===== config.mk =====
export PLATFORM = sky130hd
export DESIGN_NAME = mem_port_arbiter_flat
export DESIGN_NICKNAME = d
export VERILOG_FILES = /design/src/rtl/mem_arb_pkg.sv /design/src/rtl/mem_port_arbiter_if.sv /design/src/rtl/mem_arb_starve_ctr.sv /design/src/rtl/mem_port_arbiter.sv /design/src/flat_wrapper.sv
export SDC_FILE = /design/constraint.sdc
export NUM_CORES = 1
export LEC_CHECK = 0
export BUFFER_PORTS_ARGS = -buffer_cell sky130_fd_sc_hd__buf_2
export CORE_AREA = 5 5 105 107
export DETAILED_ROUTE_END_ITERATION = 16
export DIE_AREA = 0 0 110 112
export MAX_ROUTING_LAYER = met4
export PLACE_DENSITY = 0.58
export SLEW_MARGIN = 5
export SYNTH_ARGS = -nofsm -noshare
export SYNTH_HDL_FRONTEND = slang
export SYNTH_SLANG_ARGS = --single-unit

===== constraint.sdc =====
create_clock -name clk -period 2 [get_ports clk]
set_clock_uncertainty 0.1 [all_clocks]
set_input_delay 0.1 -clock clk [delete_from_list [all_inputs] [get_ports clk]]
set_output_delay 0.1 -clock clk [all_outputs]
set_load 0.01 [all_outputs]

===== src/rtl/mem_arb_pkg.sv =====
// Shared types for the IF/LSU memory port arbiter: FSM states, read-owner tags, byte-enable width.
package mem_arb_pkg;

  localparam int BE_W = 4;

  typedef enum logic {
    ARB  = 1'b0,
    FAIR = 1'b1
  } arb_state_t;

  typedef enum logic [1:0] {
    NONE = 2'd0,
    IF   = 2'd1,
    LS   = 2'd2
  } rd_owner_t;

  // Which requester owns the read data returning next cycle; stores and idle cycles own nothing.
  function automatic rd_owner_t owner_for(input logic fetch_gnt, input logic load_gnt);
    if (fetch_gnt) begin
      return IF;
    end
    if (load_gnt) begin
      return LS;
    end
    return NONE;
  endfunction

endpackage


===== src/rtl/mem_port_arbiter_if.sv =====
// Bundle of the fetch port, load/store port, BRAM port and stall outputs of mem_port_arbiter.
interface mem_port_arbiter_if #(
  parameter int ADDR_W = 32,
  parameter int DATA_W = 32
) ();
  import mem_arb_pkg::*;

  logic              if_req;
  logic [ADDR_W-1:0] if_addr;
  logic              if_gnt;
  logic              if_rvalid;
  logic [DATA_W-1:0] if_rdata;

  logic              ls_req;
  logic              ls_we;
  logic [BE_W-1:0]   ls_be;
  logic [ADDR_W-1:0] ls_addr;
  logic [DATA_W-1:0] ls_wdata;
  logic              ls_gnt;
  logic              ls_rvalid;
  logic [DATA_W-1:0] ls_rdata;

  logic              mem_en;
  logic [BE_W-1:0]   mem_we;
  logic [ADDR_W-1:0] mem_addr;
  logic [DATA_W-1:0] mem_wdata;
  logic [DATA_W-1:0] mem_rdata;

  logic              stall_if;
  logic              stall_mem;

  // Arbiter side.
  modport slave (
    input  if_req, if_addr,
    output if_gnt, if_rvalid, if_rdata,
    input  ls_req, ls_we, ls_be, ls_addr, ls_wdata,
    output ls_gnt, ls_rvalid, ls_rdata,
    output mem_en, mem_we, mem_addr, mem_wdata,
    input  mem_rdata,
    output stall_if, stall_mem
  );

  // Pipeline requesters plus the BRAM.
  modport master (
    output if_req, if_addr,
    input  if_gnt, if_rvalid, if_rdata,
    output ls_req, ls_we, ls_be, ls_addr, ls_wdata,
    input  ls_gnt, ls_rvalid, ls_rdata,
    input  mem_en, mem_we, mem_addr, mem_wdata,
    output mem_rdata,
    input  stall_if, stall_mem
  );

endinterface


===== src/rtl/mem_arb_starve_ctr.sv =====
// Counts LSU grants that left a fetch waiting and flags when the next cycle must be a forced fetch slot.
module mem_arb_starve_ctr #(
  parameter int STARVE_LIMIT = 4
) (
  input  logic clk,
  input  logic rst,
  input  logic inc,
  input  logic clr,
  output logic fair_trig
);

  localparam bit GUARD_EN = (STARVE_LIMIT != 0);
  localparam int CNT_W = GUARD_EN ? $clog2(STARVE_LIMIT + 1) : 1;
  localparam logic [CNT_W-1:0] LIMIT_C = CNT_W'(STARVE_LIMIT);

  logic [CNT_W-1:0] starve_cnt_reg;
  logic [CNT_W-1:0] starve_cnt_next;

  always_comb begin
    starve_cnt_next = starve_cnt_reg;
    if (clr) begin
      starve_cnt_next = '0;
    end else if (GUARD_EN && inc && (starve_cnt_reg != LIMIT_C)) begin
      starve_cnt_next = starve_cnt_reg + 1'b1;
    end
  end

  // Trigger on the grant that brings the count up to the limit, so the forced slot follows immediately.
  assign fair_trig = GUARD_EN && inc && !clr && (starve_cnt_next == LIMIT_C);

  always_ff @(posedge clk) begin
    if (rst) begin
      starve_cnt_reg <= '0;
    end else begin
      starve_cnt_reg <= starve_cnt_next;
    end
  end

endmodule


===== src/rtl/mem_port_arbiter.sv =====
// Single-port BRAM arbiter between instruction fetch and load/store: LSU priority with an IF starvation guard.
// Define MEM_ARB_PERF_EN to add saturating conflict and fetch-stall cycle counters.
module mem_port_arbiter
  import mem_arb_pkg::*;
#(
  parameter int ADDR_W       = 32,
  parameter int DATA_W       = 32,
  parameter int STARVE_LIMIT = 4
) (
  input  logic clk,
  input  logic rst,
  mem_port_arbiter_if.slave bus
`ifdef MEM_ARB_PERF_EN
  ,
  output logic [31:0] perf_conflict_cnt,
  output logic [31:0] perf_if_stall_cnt
`endif
);

  arb_state_t state_reg;
  arb_state_t state_next;
  rd_owner_t  rd_owner_reg;
  rd_owner_t  rd_owner_next;

  logic              if_gnt_c;
  logic              ls_gnt_c;
  logic              store_gnt;
  logic              load_gnt;
  logic              starve_inc;
  logic              starve_clr;
  logic              fair_trig;
  logic [BE_W-1:0]   mem_we_c;
  logic [ADDR_W-1:0] mem_addr_c;
  logic [DATA_W-1:0] mem_wdata_c;
  logic              if_rvalid_c;
  logic              ls_rvalid_c;
  logic              stall_if_c;
  logic              stall_mem_c;

  genvar gi;

  // Grants are held low during reset so every output reads zero while rst is high.
  always_comb begin
    if_gnt_c = 1'b0;
    ls_gnt_c = 1'b0;
    if (!rst) begin
      if ((state_reg == FAIR) && bus.if_req) begin
        if_gnt_c = 1'b1;
      end else if (bus.ls_req) begin
        ls_gnt_c = 1'b1;
      end else if (bus.if_req) begin
        if_gnt_c = 1'b1;
      end
    end
  end

  assign store_gnt  = ls_gnt_c & bus.ls_we;
  assign load_gnt   = ls_gnt_c & ~bus.ls_we;
  assign starve_inc = (state_reg == ARB) & ls_gnt_c & bus.if_req;
  assign starve_clr = if_gnt_c | (state_reg == FAIR);

  mem_arb_starve_ctr #(
    .STARVE_LIMIT(STARVE_LIMIT)
  ) u_starve_ctr (
    .clk      (clk),
    .rst      (rst),
    .inc      (starve_inc),
    .clr      (starve_clr),
    .fair_trig(fair_trig)
  );

  // FAIR lasts exactly one cycle whether or not IF actually used it.
  assign state_next    = ((state_reg == ARB) && fair_trig) ? FAIR : ARB;
  assign rd_owner_next = owner_for(if_gnt_c, load_gnt);

  always_ff @(posedge clk) begin
    if (rst) begin
      state_reg    <= ARB;
      rd_owner_reg <= NONE;
    end else begin
      state_reg    <= state_next;
      rd_owner_reg <= rd_owner_next;
    end
  end

  for (gi = 0; gi < BE_W; gi++) begin : g_we
    assign mem_we_c[gi] = store_gnt & bus.ls_be[gi];
  end

  assign mem_addr_c  = ls_gnt_c ? bus.ls_addr : (if_gnt_c ? bus.if_addr : '0);
  assign mem_wdata_c = store_gnt ? bus.ls_wdata : '0;

  assign if_rvalid_c = ~rst & (rd_owner_reg == IF);
  assign ls_rvalid_c = ~rst & (rd_owner_reg == LS);
  assign stall_if_c  = ~rst & bus.if_req & ~if_gnt_c;
  // A load is in flight in its grant cycle: MEM holds until the data returns next cycle.
  assign stall_mem_c = ~rst & ((bus.ls_req & ~ls_gnt_c) | load_gnt);

  assign bus.if_gnt    = if_gnt_c;
  assign bus.ls_gnt    = ls_gnt_c;
  assign bus.if_rvalid = if_rvalid_c;
  assign bus.ls_rvalid = ls_rvalid_c;
  assign bus.if_rdata  = if_rvalid_c ? bus.mem_rdata : '0;
  assign bus.ls_rdata  = ls_rvalid_c ? bus.mem_rdata : '0;
  assign bus.mem_en    = if_gnt_c | ls_gnt_c;
  assign bus.mem_we    = mem_we_c;
  assign bus.mem_addr  = mem_addr_c;
  assign bus.mem_wdata = mem_wdata_c;
  assign bus.stall_if  = stall_if_c;
  assign bus.stall_mem = stall_mem_c;

`ifdef MEM_ARB_PERF_EN
  logic [1:0]       perf_evt;
  logic [1:0][31:0] perf_val;

  assign perf_evt = {stall_if_c, bus.if_req & bus.ls_req};

  for (gi = 0; gi < 2; gi++) begin : g_perf
    logic [31:0] cnt_reg;

    always_ff @(posedge clk) begin
      if (rst) begin
        cnt_reg <= '0;
      end else if (perf_evt[gi] && (cnt_reg != 32'hFFFF_FFFF)) begin
        cnt_reg <= cnt_reg + 32'd1;
      end
    end

    assign perf_val[gi] = cnt_reg;
  end

  assign perf_conflict_cnt = perf_val[0];
  assign perf_if_stall_cnt = perf_val[1];
`endif

endmodule


===== src/flat_wrapper.sv =====
// flat-port wrapper written by rule: the top's interface ports become plain ports
module mem_port_arbiter_flat import mem_arb_pkg::*;
#(
  parameter int ADDR_W       = 32,
  parameter int DATA_W       = 32,
  parameter int STARVE_LIMIT = 4
)
  (clk, rst, bus_if_req, bus_if_addr, bus_if_gnt, bus_if_rvalid, bus_if_rdata, bus_ls_req, bus_ls_we, bus_ls_be, bus_ls_addr, bus_ls_wdata, bus_ls_gnt, bus_ls_rvalid, bus_ls_rdata, bus_mem_en, bus_mem_we, bus_mem_addr, bus_mem_wdata, bus_mem_rdata, bus_stall_if, bus_stall_mem);
  mem_port_arbiter_if #(.ADDR_W(ADDR_W), .DATA_W(DATA_W)) bus_i ();
  input  logic clk;
  input  logic rst;
  input wire logic [$bits(bus_i.if_req)-1:0] bus_if_req;
  input wire logic [$bits(bus_i.if_addr)-1:0] bus_if_addr;
  output wire logic [$bits(bus_i.if_gnt)-1:0] bus_if_gnt;
  output wire logic [$bits(bus_i.if_rvalid)-1:0] bus_if_rvalid;
  output wire logic [$bits(bus_i.if_rdata)-1:0] bus_if_rdata;
  input wire logic [$bits(bus_i.ls_req)-1:0] bus_ls_req;
  input wire logic [$bits(bus_i.ls_we)-1:0] bus_ls_we;
  input wire logic [$bits(bus_i.ls_be)-1:0] bus_ls_be;
  input wire logic [$bits(bus_i.ls_addr)-1:0] bus_ls_addr;
  input wire logic [$bits(bus_i.ls_wdata)-1:0] bus_ls_wdata;
  output wire logic [$bits(bus_i.ls_gnt)-1:0] bus_ls_gnt;
  output wire logic [$bits(bus_i.ls_rvalid)-1:0] bus_ls_rvalid;
  output wire logic [$bits(bus_i.ls_rdata)-1:0] bus_ls_rdata;
  output wire logic [$bits(bus_i.mem_en)-1:0] bus_mem_en;
  output wire logic [$bits(bus_i.mem_we)-1:0] bus_mem_we;
  output wire logic [$bits(bus_i.mem_addr)-1:0] bus_mem_addr;
  output wire logic [$bits(bus_i.mem_wdata)-1:0] bus_mem_wdata;
  input wire logic [$bits(bus_i.mem_rdata)-1:0] bus_mem_rdata;
  output wire logic [$bits(bus_i.stall_if)-1:0] bus_stall_if;
  output wire logic [$bits(bus_i.stall_mem)-1:0] bus_stall_mem;
  assign bus_i.if_req = bus_if_req;
  assign bus_i.if_addr = bus_if_addr;
  assign bus_if_gnt = bus_i.if_gnt;
  assign bus_if_rvalid = bus_i.if_rvalid;
  assign bus_if_rdata = bus_i.if_rdata;
  assign bus_i.ls_req = bus_ls_req;
  assign bus_i.ls_we = bus_ls_we;
  assign bus_i.ls_be = bus_ls_be;
  assign bus_i.ls_addr = bus_ls_addr;
  assign bus_i.ls_wdata = bus_ls_wdata;
  assign bus_ls_gnt = bus_i.ls_gnt;
  assign bus_ls_rvalid = bus_i.ls_rvalid;
  assign bus_ls_rdata = bus_i.ls_rdata;
  assign bus_mem_en = bus_i.mem_en;
  assign bus_mem_we = bus_i.mem_we;
  assign bus_mem_addr = bus_i.mem_addr;
  assign bus_mem_wdata = bus_i.mem_wdata;
  assign bus_i.mem_rdata = bus_mem_rdata;
  assign bus_stall_if = bus_i.stall_if;
  assign bus_stall_mem = bus_i.stall_mem;
  mem_port_arbiter #(.ADDR_W(ADDR_W), .DATA_W(DATA_W), .STARVE_LIMIT(STARVE_LIMIT)) u_core (.clk(clk), .rst(rst), .bus(bus_i));
endmodule

# Word-level counts from Yosys, hierarchy flattened
# Index checks and enable logic that the tools add are counted.
[classes] bitwise_logic=22 n_reduce_logical=6 eq_ne=4 addsub=1 n_mux=22
[op_table] operator="32-bit 2-to-1 mux" count=5
[op_table] operator="1-bit AND" count=14
[op_table] operator="1-bit 2-to-1 mux" count=11
[op_table] operator="2-bit 2-to-1 mux" count=4
[op_table] operator="3-bit 2-to-1 mux" count=2
[op_table] operator="1-bit logical AND" count=5
[op_table] operator="1-bit inverter" count=5
[op_table] operator="3-bit by 1-bit adder with 3-bit output, second input constant" count=1
[op_table] operator="3-bit equality test, second input constant" count=1
[op_table] operator="3-bit inequality test, second input constant" count=1
[op_table] operator="1-bit bitwise OR" count=3
[op_table] operator="2-bit by 1-bit equality test with 1-bit output, second input constant" count=1
[op_table] operator="2-bit equality test, second input constant" count=1
[op_table] operator="1-bit zero test" count=1
[word_totals] wordCells=58 regBits=6 output_inout_bits=139

# Longest topological paths before layout
[depth] word_depth=12 mapped_depth=5

# Hierarchy
# A second synthesis with hierarchy kept.
[hier_totals] hier_cells=349 hier_area_um2=2433.6
[modules_own_cells] module="mem_port_arbiter" seq_area_each_um2=60.1 n_inst=1 area_per_inst_um2=2225.9 cells_each=327
[modules_own_cells] module="mem_arb_starve_ctr" seq_area_each_um2=60.1 n_inst=1 area_per_inst_um2=207.7 cells_each=22

# Worst setup path before layout
# No wires, ideal clock.
[synth_path] path_type="flip-flop to output port" from="register u_core.state_reg" to="output port bus_mem_addr[22]" n_path_buf=1 path_stages_with_launch=5 arrival_ps=1145 path_slack_ps=655 t_required_ps=1800 path_cell_list="dfxtp_1 > nor2b_4 > nor3b_4 > buf_6 > a22o_1"
[synth_via] elab_chain_len=5 elab_cells_between_ends=7 classes_between="mux: 6; reduce/logical: 1"
[synth_lines] element="start: declaration" line_no="mem_port_arbiter.sv:20" source="arb_state_t state_reg;"
[synth_lines] element="start signal: assignment" line_no="mem_port_arbiter.sv:81" source="state_reg <= state_next;"
[synth_lines] element="1-bit logical AND" line_no="mem_port_arbiter.sv:47" source="if ((state_reg == FAIR) && bus.if_req) begin"
[synth_lines] element="1-bit 2-to-1 mux" line_no="mem_port_arbiter.sv:47"
[synth_lines] element="1-bit 2-to-1 mux" line_no="mem_port_arbiter.sv:46" source="if (!rst) begin"
[synth_lines] element="net bus_if_gnt" line_no="flat_wrapper.sv:14" source="output wire logic [$bits(bus_i.if_gnt)-1:0] bus_if_gnt;"
[synth_lines] element="32-bit 2-to-1 mux (2 in series)" line_no="mem_port_arbiter.sv:90" source="assign mem_addr_c = ls_gnt_c ? bus.ls_addr : (if_gnt_c ? bus.if_addr : '0);"
[synth_lines] element="end: declaration" line_no="flat_wrapper.sv:27" source="output wire logic [$bits(bus_i.mem_addr)-1:0] bus_mem_addr;"
# The timed path passes the listed nets, and every way through them passes these cells.

# Worst setup path in the final report
[layout_path] from="register u_core.state_reg" to="output port bus_mem_addr[26]"
[layout_via] elab_chain_len=5 elab_cells_between_ends=7 classes_between="mux: 6; reduce/logical: 1"
[layout_lines] element="1-bit logical AND *" line_no="mem_port_arbiter.sv:47"
[layout_lines] element="1-bit 2-to-1 mux" line_no="mem_port_arbiter.sv:47"
[layout_lines] element="1-bit 2-to-1 mux" line_no="mem_port_arbiter.sv:46"
[layout_lines] element="32-bit 2-to-1 mux" line_no="mem_port_arbiter.sv:90"
[layout_lines] element="32-bit 2-to-1 mux *" line_no="mem_port_arbiter.sv:90"
# Mark *: on every way between the ends. The rest lies on a longest branch, timed or not.

==> impl_metrics.csv <==
group,metric,value,unit
global_route,grt_remaining_overflow,0,
setup_path,cp_slowest_cell,"sky130_fd_sc_hd__dfxtp_1",
yosys,synth_fp_nets,330,
setup_path,worstSetupPathType,"flip-flop to output port",
die,chipWidth,110,um
clock_network,hold_buffers_post_cts,0,
setup_path,crit_path_max_fanout,33,
routing,drt_iter0_drc,103,
routing,average_vias_per_placed_instance,4.19,
global_route,grt_max_degree,57,
clock_network,clk_pin_slew,0.03,ns
sta,maxClockFrequency,0.556,GHz
setup_path,crit_arrival,1.60,ns
die,die_height,112,um
die,fp.dieArea,12300,um^2
global_route,grt_pass1_vias,2376,
sta,max_slew_margin,0.707,
power,pwr-share-clk,0.253,
yosys,synthesis.area_per_instance,7.68,um^2
global_route,global_route.usage.total,0.120,
routing,routedWlPerCell,13.9,um
die,top_level_ports,276,
clock_network,h_tree_lvl_count,1,
yosys,netlist_top_cells_area,"sky130_fd_sc_hd__and2_1 (27%), sky130_fd_sc_hd__a22o_1 (19%), sky130_fd_sc_hd__and3_1 (16%)",
sta,timing.final.crit_period,1.80,ns
sta,timing_hold_violations_final,0,
routing,vias,2465,
yosys,post-synth-top-area-fraction,0.273,
setup_path,worstPathRequired,1.80,ns
setup_path,cp-start-kind,"flip-flop",
sta,worstMarginPinSlew,0.439,ns
power,switching_share,0.352,
placement,globalplace.congestion,0.871,
global_route,antenna_found_initial,0,
power,share_seq_of_total_power,0.176,
layout,layout-area-overhead-vs-synth,101,%
power,ir_drop,0.000162,V
clock_network,numClockSinks,6,
yosys,distinct_cell_type_count_after_synthesis,27,
power,static_leakage,0.00203,uW
sta,report.final.setup_viol,0,
clock_network,cts_setup_buffers,0,
clock_network,tritoncts,"yes",
layout,drive_gt1_frac,0.645,
power,comb_power_share,0.571,
routing,detail_route.drc_violations,0,
outcome,run_status,"completed",
die,fp-row-count,37,
power,p_total,732,uW
setup_path,endpoint_kind,"output port",
yosys,synthesis.yosys.warnings,0,
setup_path,crit_path_max_incr_delay,0.44,ns
routing,dr.pass1.iters,4,
placement,dp_hpwl,7.21,mm
clock_network,tritoncts.num_buffers,3,
die,core-area,10000,um^2
sta,slew_viol_final,0,
routing,postRouteWirelength,8.20,mm
yosys,syn-cell-area,1470,um^2
power,power_density_over_cell_area,249,nW/um^2
flow_run,drv.max_cap_violation_count,0,
yosys,ys_ff_latch,6,
yosys,synthesis.instances,191,
sta,finalCritPeriodShare,0.900,
routing,drtAntennaViolNets,0,
setup_path,r2r_setup_slk,0.59,ns
layout,diodes,0,
clock_network,cts.root.buffer_cell,"sky130_fd_sc_hd__clkbuf_8",
sta,setup_repair_after_global_routing_missed_its_margin,"no",
global_route,grt_first_pass_wirelength,11.6,mm
layout,design.final.nets,594,
die,initial_core_util,0.146,
yosys,synth_top_area_cell,"sky130_fd_sc_hd__and2_1",
yosys,share_of_synthesized_area_occupied_by_flip_flops_and_latches,0.0819,
placement,io_buffers,275,
sta,total_negative_setup_slacks,0,ns
min_path,hold_path_class,"input pin to flip-flop",
clock_network,cts-root-to-sink-buffers,2,
power,power_switching,258,uW
setup_path,path_cells,"nor2b_4 -> nor3b_4 -> buf_4 -> a22o_1 -> buf_2",
layout,largest_register_ffs,3,
clock_network,clkLatencyLatePin,0.23,ns
clock_network,ctsResizeCount,0,
power,p_int,474,uW
==> final timing paths <==
check / cells after the start / startpoint / end
worst min-delay path: 2 / bus_if_req / u_core.rd_owner_reg[0]$_SDFF_PP0_
worst max register to register: 5 / u_core.u_starve_ctr.starve_cnt_reg[0]$_SDFF_PP0_ / u_core.state_reg$_SDFF_PP0_
worst min register to register: 1 / u_core.u_starve_ctr.starve_cnt_reg[0]$_SDFF_PP0_ / u_core.u_starve_ctr.starve_cnt_reg[0]$_SDFF_PP0_
worst max-delay path: 5 / u_core.state_reg$_SDFF_PP0_ / bus_mem_addr[26]
==> power groups by stage <==
stage	clock network [uW]	logic, uW	registers (uW)
2_1_floorplan	0	197	130
3_3_place_gp	0	415	130
3_5_place_dp	0	422	130
4_1_cts	186	424	129
5_1_grt	201	460	129
6_report	185	418	129
==> per-layer routing <==
layer	GRT usage	up-vias	part of all wire
met5	-	-	0
met4	0.0274	0	0.012
met3	0.0122	7	0.097
met2	0.231	156	0.54
met1	0.128	1101	0.36
li1	-	1201	-
==> cell usage in the layout (no fill, tap or decap), types with 2 or more instances in the layout <==
cell type,instances
sky130_fd_sc_hd__nor3b_1,2
sky130_fd_sc_hd__and3_1,37
sky130_fd_sc_hd__nand3_1,3
sky130_fd_sc_hd__and2_1,64
sky130_fd_sc_hd__ha_1,2
sky130_fd_sc_hd__nor3b_2,2
sky130_fd_sc_hd__nand2b_1,2
sky130_fd_sc_hd__inv_1,2
sky130_fd_sc_hd__clkbuf_8,3
sky130_fd_sc_hd__buf_4,4
sky130_fd_sc_hd__buf_2,275
sky130_fd_sc_hd__nor2_1,3
sky130_fd_sc_hd__mux2i_1,3
sky130_fd_sc_hd__dfxtp_1,6
sky130_fd_sc_hd__a22o_1,32
==> logic make-up after synthesis <==
family | Yosys count | share of synthesized area
simple gates | 121 | 0.541
compound gates | 35 | 0.212
buf+inv | 23 | 0.117
flops | 6 | 0.0819
mux | 4 | 0.0307
fa+ha+maj | 2 | 0.0171
==> through the flow <==
step / instances / area [um^2] / util / hold slack (ns) / worst slack (ns)
after floorplan: 191 / 1470 / - / 0.166 / 0.655
after global placement: 586 / 2900 / 0.289 / 0.357 / 0.478
after detailed placement: 586 / 2900 / 0.289 / 0.371 / 0.440
after CTS: 589 / 2940 / 0.293 / 0.140 / 0.205
after global routing: 589 / 2940 / 0.293 / 0.141 / 0.0814
final: 589 / 2940 / 0.293 / 0.138 / 0.200
==> cells in the mapped netlist <==
| master | instances |
|---|---|
| sky130_fd_sc_hd__o311a_1 | 1 |
| sky130_fd_sc_hd__nand2b_1 | 2 |
| sky130_fd_sc_hd__and4bb_2 | 1 |
| sky130_fd_sc_hd__nand2_1 | 1 |
| sky130_fd_sc_hd__nor3b_4 | 1 |
| sky130_fd_sc_hd__a21oi_1 | 1 |
| sky130_fd_sc_hd__clkbuf_1 | 8 |
| sky130_fd_sc_hd__nor2b_1 | 1 |
| sky130_fd_sc_hd__nor3b_1 | 2 |
| sky130_fd_sc_hd__buf_6 | 11 |
| sky130_fd_sc_hd__buf_2 | 2 |
| sky130_fd_sc_hd__a22o_1 | 32 |
| sky130_fd_sc_hd__inv_1 | 2 |
| sky130_fd_sc_hd__and2b_1 | 1 |
| sky130_fd_sc_hd__nor3b_2 | 2 |
| sky130_fd_sc_hd__and2_1 | 64 |
| sky130_fd_sc_hd__nor2b_4 | 1 |
| sky130_fd_sc_hd__nor2_1 | 3 |
| sky130_fd_sc_hd__ha_1 | 2 |
| sky130_fd_sc_hd__nand2_2 | 1 |
| sky130_fd_sc_hd__nand3_1 | 3 |
| sky130_fd_sc_hd__a21oi_4 | 1 |
| sky130_fd_sc_hd__and3_1 | 37 |
| sky130_fd_sc_hd__mux2i_1 | 3 |
| sky130_fd_sc_hd__dfxtp_1 | 6 |
| sky130_fd_sc_hd__mux2_4 | 1 |
| sky130_fd_sc_hd__nand2b_4 | 1 |
==> area by class of cell <==
| class | count | area [um^2] |
|---|---|---|
| Sequential cell | 6 | 120 |
| Tap cell | 136 | 170 |
| Multi-Input combinational cell | 162 | 1170 |
| Clock buffer | 3 | 41.3 |
| Fill cell | 1095 | 7110 |
| Inverter | 2 | 7.51 |
| Timing Repair Buffer | 280 | 1430 |
==> worst max-delay path, delay by kind of cell, from the launching register on <==
family                 cells  cell delay, ns
buffers and inverters      2            0.47
AND/OR/NAND/NOR            2            0.24
AO/OA/AOI/OAI              1            0.21
flip-flops                 1            0.44
Note: power is estimated with default switching activity, not from simulation.
